--- src/rtl/tlc_pkg.sv ---
// Shared lamp codes, state encoding and helpers for traffic_light_ctrl_n.
// S_WALK exists only when TLC_PED_EN is defined.
package tlc_pkg;

  localparam logic [1:0] LIGHT_GREEN  = 2'b00;
  localparam logic [1:0] LIGHT_YELLOW = 2'b01;
  localparam logic [1:0] LIGHT_RED    = 2'b10;

`ifdef TLC_PED_EN
  typedef enum logic [1:0] {
    S_GREEN  = 2'd0,
    S_YELLOW = 2'd1,
    S_ALLRED = 2'd2,
    S_WALK   = 2'd3
  } tlc_state_e;
`else
  typedef enum logic [1:0] {
    S_GREEN  = 2'd0,
    S_YELLOW = 2'd1,
    S_ALLRED = 2'd2
  } tlc_state_e;
`endif

  function automatic int f_max(input int a, input int b);
    return (a > b) ? a : b;
  endfunction

endpackage

--- src/rtl/phase_timer.sv ---
// Phase timer: counts up from 0 after clr, saturates at limit, done while count==limit.
module phase_timer #(
  parameter int TW = 4
) (
  input  logic          clk,
  input  logic          reset,
  input  logic          clr,
  input  logic [TW-1:0] limit,
  output logic          done
);

  logic [TW-1:0] r_count;

  always_ff @(posedge clk or negedge reset) begin
    if (!reset) begin
      r_count <= '0;
    end else if (clr) begin
      r_count <= '0;
    end else if (r_count != limit) begin
      r_count <= r_count + 1'b1;
    end
  end

  assign done = (r_count == limit);

endmodule

--- src/rtl/traffic_light_ctrl_n.sv ---
// Round-robin Moore traffic-light sequencer for N_STREETS approaches.
// Define TLC_PED_EN to add the pedestrian request latch, walk lamp and S_WALK phase.
module traffic_light_ctrl_n
  import tlc_pkg::*;
#(
  parameter int N_STREETS        = 2,
  parameter int MIN_GREEN_CYCLES = 3,
  parameter int YELLOW_CYCLES    = 5,
  parameter int ALL_RED_CYCLES   = 1,
  parameter int WALK_CYCLES      = 4
) (
  input  logic                         clk,
  input  logic                         reset,
  input  logic [N_STREETS-1:0]         T,
  output logic [2*N_STREETS-1:0]       L,
  output logic [$clog2(N_STREETS)-1:0] cur
`ifdef TLC_PED_EN
  ,
  input  logic                         ped_req,
  output logic                         walk
`endif
);

  localparam int CW   = $clog2(N_STREETS);
  localparam int MAXD = f_max(f_max(MIN_GREEN_CYCLES, YELLOW_CYCLES),
                              f_max(ALL_RED_CYCLES, WALK_CYCLES));
  localparam int TW   = $clog2(MAXD) + 1;

  // Green saturates at MIN_GREEN; timed phases end on their last cycle (count N-1).
  localparam logic [TW-1:0] LIM_GREEN  = TW'(MIN_GREEN_CYCLES);
  localparam logic [TW-1:0] LIM_YELLOW = TW'(YELLOW_CYCLES - 1);
  localparam logic [TW-1:0] LIM_ALLRED = TW'((ALL_RED_CYCLES > 0) ? ALL_RED_CYCLES - 1 : 0);
`ifdef TLC_PED_EN
  localparam logic [TW-1:0] LIM_WALK   = TW'((WALK_CYCLES > 0) ? WALK_CYCLES - 1 : 0);
`endif

  tlc_state_e    r_state;
  tlc_state_e    w_state_nxt;
  logic [CW-1:0] r_cur;
  logic [CW-1:0] w_cur_nxt;
  logic [TW-1:0] w_limit;
  logic          w_clr;
  logic          w_done;
`ifdef TLC_PED_EN
  logic          r_ped;
`endif

  function automatic logic [CW-1:0] f_next(input logic [CW-1:0] c,
                                           input logic [N_STREETS-1:0] t);
    int   idx;
    logic found;
    f_next = CW'((int'(c) + 1) % N_STREETS);
    found  = 1'b0;
    for (int k = 1; k < N_STREETS; k++) begin
      idx = (int'(c) + k) % N_STREETS;
      if (!found && t[CW'(idx)]) begin
        f_next = CW'(idx);
        found  = 1'b1;
      end
    end
  endfunction

  phase_timer #(.TW(TW)) u_timer (
    .clk   (clk),
    .reset (reset),
    .clr   (w_clr),
    .limit (w_limit),
    .done  (w_done)
  );

  always_ff @(posedge clk or negedge reset) begin
    if (!reset) begin
      r_state <= S_GREEN;
      r_cur   <= '0;
    end else begin
      r_state <= w_state_nxt;
      r_cur   <= w_cur_nxt;
    end
  end

  always_comb begin
    w_state_nxt = r_state;
    w_cur_nxt   = r_cur;
    w_limit     = LIM_GREEN;
    case (r_state)
      S_GREEN: begin
        w_limit = LIM_GREEN;
        if (w_done && !T[r_cur]) w_state_nxt = S_YELLOW;
      end
      S_YELLOW: begin
        w_limit = LIM_YELLOW;
        if (w_done) begin
`ifdef TLC_PED_EN
          if (r_ped) begin
            w_state_nxt = S_WALK;
          end else
`endif
          if (ALL_RED_CYCLES > 0) begin
            w_state_nxt = S_ALLRED;
          end else begin
            w_state_nxt = S_GREEN;
            w_cur_nxt   = f_next(r_cur, T);
          end
        end
      end
      S_ALLRED: begin
        w_limit = LIM_ALLRED;
        if (w_done) begin
          w_state_nxt = S_GREEN;
          w_cur_nxt   = f_next(r_cur, T);
        end
      end
`ifdef TLC_PED_EN
      S_WALK: begin
        w_limit = LIM_WALK;
        if (w_done) begin
          if (ALL_RED_CYCLES > 0) begin
            w_state_nxt = S_ALLRED;
          end else begin
            w_state_nxt = S_GREEN;
            w_cur_nxt   = f_next(r_cur, T);
          end
        end
      end
`endif
      default: begin
        w_state_nxt = S_GREEN;
        w_cur_nxt   = '0;
      end
    endcase
  end

  assign w_clr = (w_state_nxt != r_state);

`ifdef TLC_PED_EN
  // A request in the cycle that enters S_WALK is kept for the following exit.
  always_ff @(posedge clk or negedge reset) begin
    if (!reset) begin
      r_ped <= 1'b0;
    end else if (r_state != S_WALK) begin
      if (w_state_nxt == S_WALK) r_ped <= ped_req;
      else if (ped_req)          r_ped <= 1'b1;
    end
  end

  assign walk = (r_state == S_WALK);
`endif

  always_comb begin
    L = {N_STREETS{LIGHT_RED}};
    for (int i = 0; i < N_STREETS; i++) begin
      if (i == int'(r_cur)) begin
        if (r_state == S_GREEN)       L[2*i +: 2] = LIGHT_GREEN;
        else if (r_state == S_YELLOW) L[2*i +: 2] = LIGHT_YELLOW;
      end
    end
  end

  assign cur = r_cur;

endmodule

--- config.mk ---
export PLATFORM = sky130hd
export DESIGN_NAME = traffic_light_ctrl_n
export DESIGN_NICKNAME = d
export VERILOG_FILES = /design/src/rtl/tlc_pkg.sv /design/src/rtl/phase_timer.sv /design/src/rtl/traffic_light_ctrl_n.sv
export SDC_FILE = /design/constraint.sdc
export NUM_CORES = 1
export LEC_CHECK = 0
export ABC_CLOCK_PERIOD_IN_PS = 3600
export CAP_MARGIN = 20
export CORE_MARGIN = 4
export CORE_UTILIZATION = 35
export CTS_CLUSTER_SIZE = 24
export DETAILED_ROUTE_END_ITERATION = 7
export PLACE_DENSITY_LB_ADDON = 0.2
export SETUP_SLACK_MARGIN = 0.4
export SLEW_MARGIN = 0
export SYNTH_ARGS = -nofsm -noshare
export SYNTH_HDL_FRONTEND = slang
export SYNTH_SLANG_ARGS = --single-unit
--- constraint.sdc ---
create_clock -name clk -period 3.6 [get_ports clk]
set_input_delay 0.72 -clock clk [delete_from_list [all_inputs] [get_ports clk]]
set_output_delay 0.72 -clock clk [all_outputs]
set_load 0.02 [all_outputs]
==> results.toml <==
[detailed_routing]
met1Wirelength_um = 528
drtPass1Iterations = 4
wl_um = 1160
drtIter0Drc = 11
post-route-drc-count = 0
route.vias.total = 510
highest_layer = "met3"
vias_per_cell = 5.60
routedWlPerCell_um = 12.7
antenna_left = 0
dr_wl_met2_um = 551
dr_wl_met3_um = 79

[synthesis]
ys_warn_count = 0
yosysMostFrequentCell = "dfrtp_1"
synth_cells = 65
ys_seq_area_frac = 0.301
ys_dominant_reg_cell = "dfrtp_1"
syn_area_per_cell_um2 = 8.95
synth-edff-count = 0
synth_commonest_cells = "dfrtp_1, ha_1, nor3_1, o21ai_0, inv_1"
syn_nets = 75
ys_types = 28
synthTopCellsByArea = "dfrtp_1, ha_1, nor3_1"
synth-async-reset-ratio = 1.00
yosysTopAreaCellShare = 0.301
syn-cell-area_um2 = 582
synth_seq_cells = 7
yosys.area.top_type = "dfrtp_1"

[finish]
fin_nets = 86
antenna_cells = 0
area_growth_pct = 17.6
drive_above_1_share = 0.0933

[cts]
htreeDepth = 1
clk_latency_ns = 0.25
clkTransAtPathRegs_ns = 0.06
post_cts_buffers = 0
hold_buffers = 0
clk_path_buf_depth = 2
cts-root-buf = "clkbuf_4"
ctsResizeCount = 0
cts.sink_count = 7
cts_tree = "yes"
numCtsBuffers = 3

[place]
pre_cts_ws_ns = 1.02
place.gp.congestion = 0.773
portBuffers = 8
place.detailed.hpwl_um = 907

[global_routing]
grt_usage = 0.107
grt_max_degree = 12
grt_pass1_wl_um = 2010
overflow = 0
grt_antenna_before_repair = 0
grt_pass1_vias = 483

[timing]
fmax_ghz = 0.349
setup_ws_ns = 0.738
fin_worst_skew_ns = 0.00493
fin_crit_ns = 2.86
hold_violations = 0
rsz0062_at_grt = "no"
period_share = 0.795
setup_viol = 0
slew_headroom = 0.743
worstMarginPinSlew_ns = 0.382
slew_viol_final = 0
tns_ns = 0

[worst_setup_path]
critPathKind = "register to output pin"
reg2reg_depth = 6
crit_start = "r_state[1]$_DFF_PN0_"
cp.arrival_ns = 2.14
crit_fanout = 10
rr_startpoint = "r_state[0]$_DFF_PN0_"
crit_path_start_kind = "register"
endpoint_kind = "output pin"
cp.required_ns = 2.88

[power]
ir_drop_v = 0.000425
totalPowerFinal_uw = 537
cellPowerDensity_nw_per_um2 = 785
p_leak_nw = 0.301

[die]
row_count = 14
die-area_um2 = 2380
core_um2 = 1540
die_y_um = 48.8
die_x_um = 48.8
start_util = 0.377
ioPinCount = 9

[worst_hold_path]
hp-class = "register to register"
hp-start = "u_timer.r_count[3]$_DFFE_PN0P_"
holdPathStages = 3

[job]
max_cap_violations = 0

[status]
status = "completed"
-- critical path: stages, from the launching register on --
cell and delay, ns:
dfrtp_1 0.43, inv_1 0.15, ha_1 0.37, nor2_1 0.12, or2_2 0.28, clkdlybuf4s50_1 0.54
-- cell type report --
| type | count | area [um^2] |
|---|---|---|
| multi-input combinational | 51 | 363 |
| clock buffer | 3 | 22.5 |
| clock inverter | 1 | 5.00 |
| fill | 171 | 857 |
| tap | 16 | 20.0 |
| sequential | 7 | 175 |
| inverter | 5 | 18.8 |
| timing repair buffer | 8 | 80.1 |
-- cells by family (layout without fill, tap and decap cells) --
kind of cell / after synthesis / after routing / share of synthesized area
AOI/OAI and AO/OA: 17 / 17 / 0.198
adders and majority gates: 6 / 6 / 0.129
DFF: 7 / 7 / 0.301
xor gates and xnor gates: 3 / 3 / 0.0452
buffers and inverters: 7 / 17 / 0.0753
and+or+nand+nor: 23 / 23 / 0.215
muxes: 2 / 2 / 0.0366
-- power breakdown --
part | switching, mW | total [mW] | internal (mW) | leakage, nW
sequential | 0.0418 | 0.151 | 0.109 | 0.0906
combinational | 0.174 | 0.315 | 0.141 | 0.193
clock | 0.0305 | 0.0711 | 0.0406 | 0.0177
total | 0.246 | 0.537 | 0.291 | 0.301
-- layer usage --
| metal | up-vias | global-route usage |
|---|---|---|
| met3 | 0 | 0.0520 |
| met1 | 241 | 0.122 |
| met4 | 0 | 0.0269 |
| met5 | - | 0 |
| li1 | 257 | - |
| met2 | 12 | 0.176 |
-- state kept, by name, summed over array words and instances (netlist names) --
| name | flops |
|---|---|
| u_timer.r_count | 4 |
| cur | 1 |
| r_state | 2 |
-- placed cells by master (no fill, tap or decap), types with 2 or more instances in the layout --
cell type and n:
nand3_1 3, nor4_1 2, clkbuf_4 3, nor2_1 4, xor2_1 2, nor3_1 6
inv_1 5, a221oi_1 2, nand3b_1 2, a21oi_1 4, clkdlybuf4s50_1 8, o21ai_0 6
dfrtp_1 7, ha_1 6
-- final timing paths --
check | slack [ns] | end
setup / recovery | 0.74 | L[1]
hold / removal | 0.65 | u_timer.r_count[3]$_DFFE_PN0P_
setup reg to reg | 1.12 | r_state[0]$_DFF_PN0_
hold reg to reg | 0.65 | u_timer.r_count[3]$_DFFE_PN0P_
max in group asynchronous | 2.63 | r_state[0]$_DFF_PN0_
min in group asynchronous | 0.72 | u_timer.r_count[3]$_DFFE_PN0P_
-- per-stage QoR --
step                area (um^2)  cells  utilization  hold WS, ns
floorplan                   582     65            -        0.424
global placement            657     87        0.426        0.645
finish                      684     91        0.444        0.647
detailed placement          657     87        0.426        0.634
CTS                         684     91        0.444        0.657
global route                684     91        0.444        0.698
No activity file was read; power rests on OpenSTA's default activity.
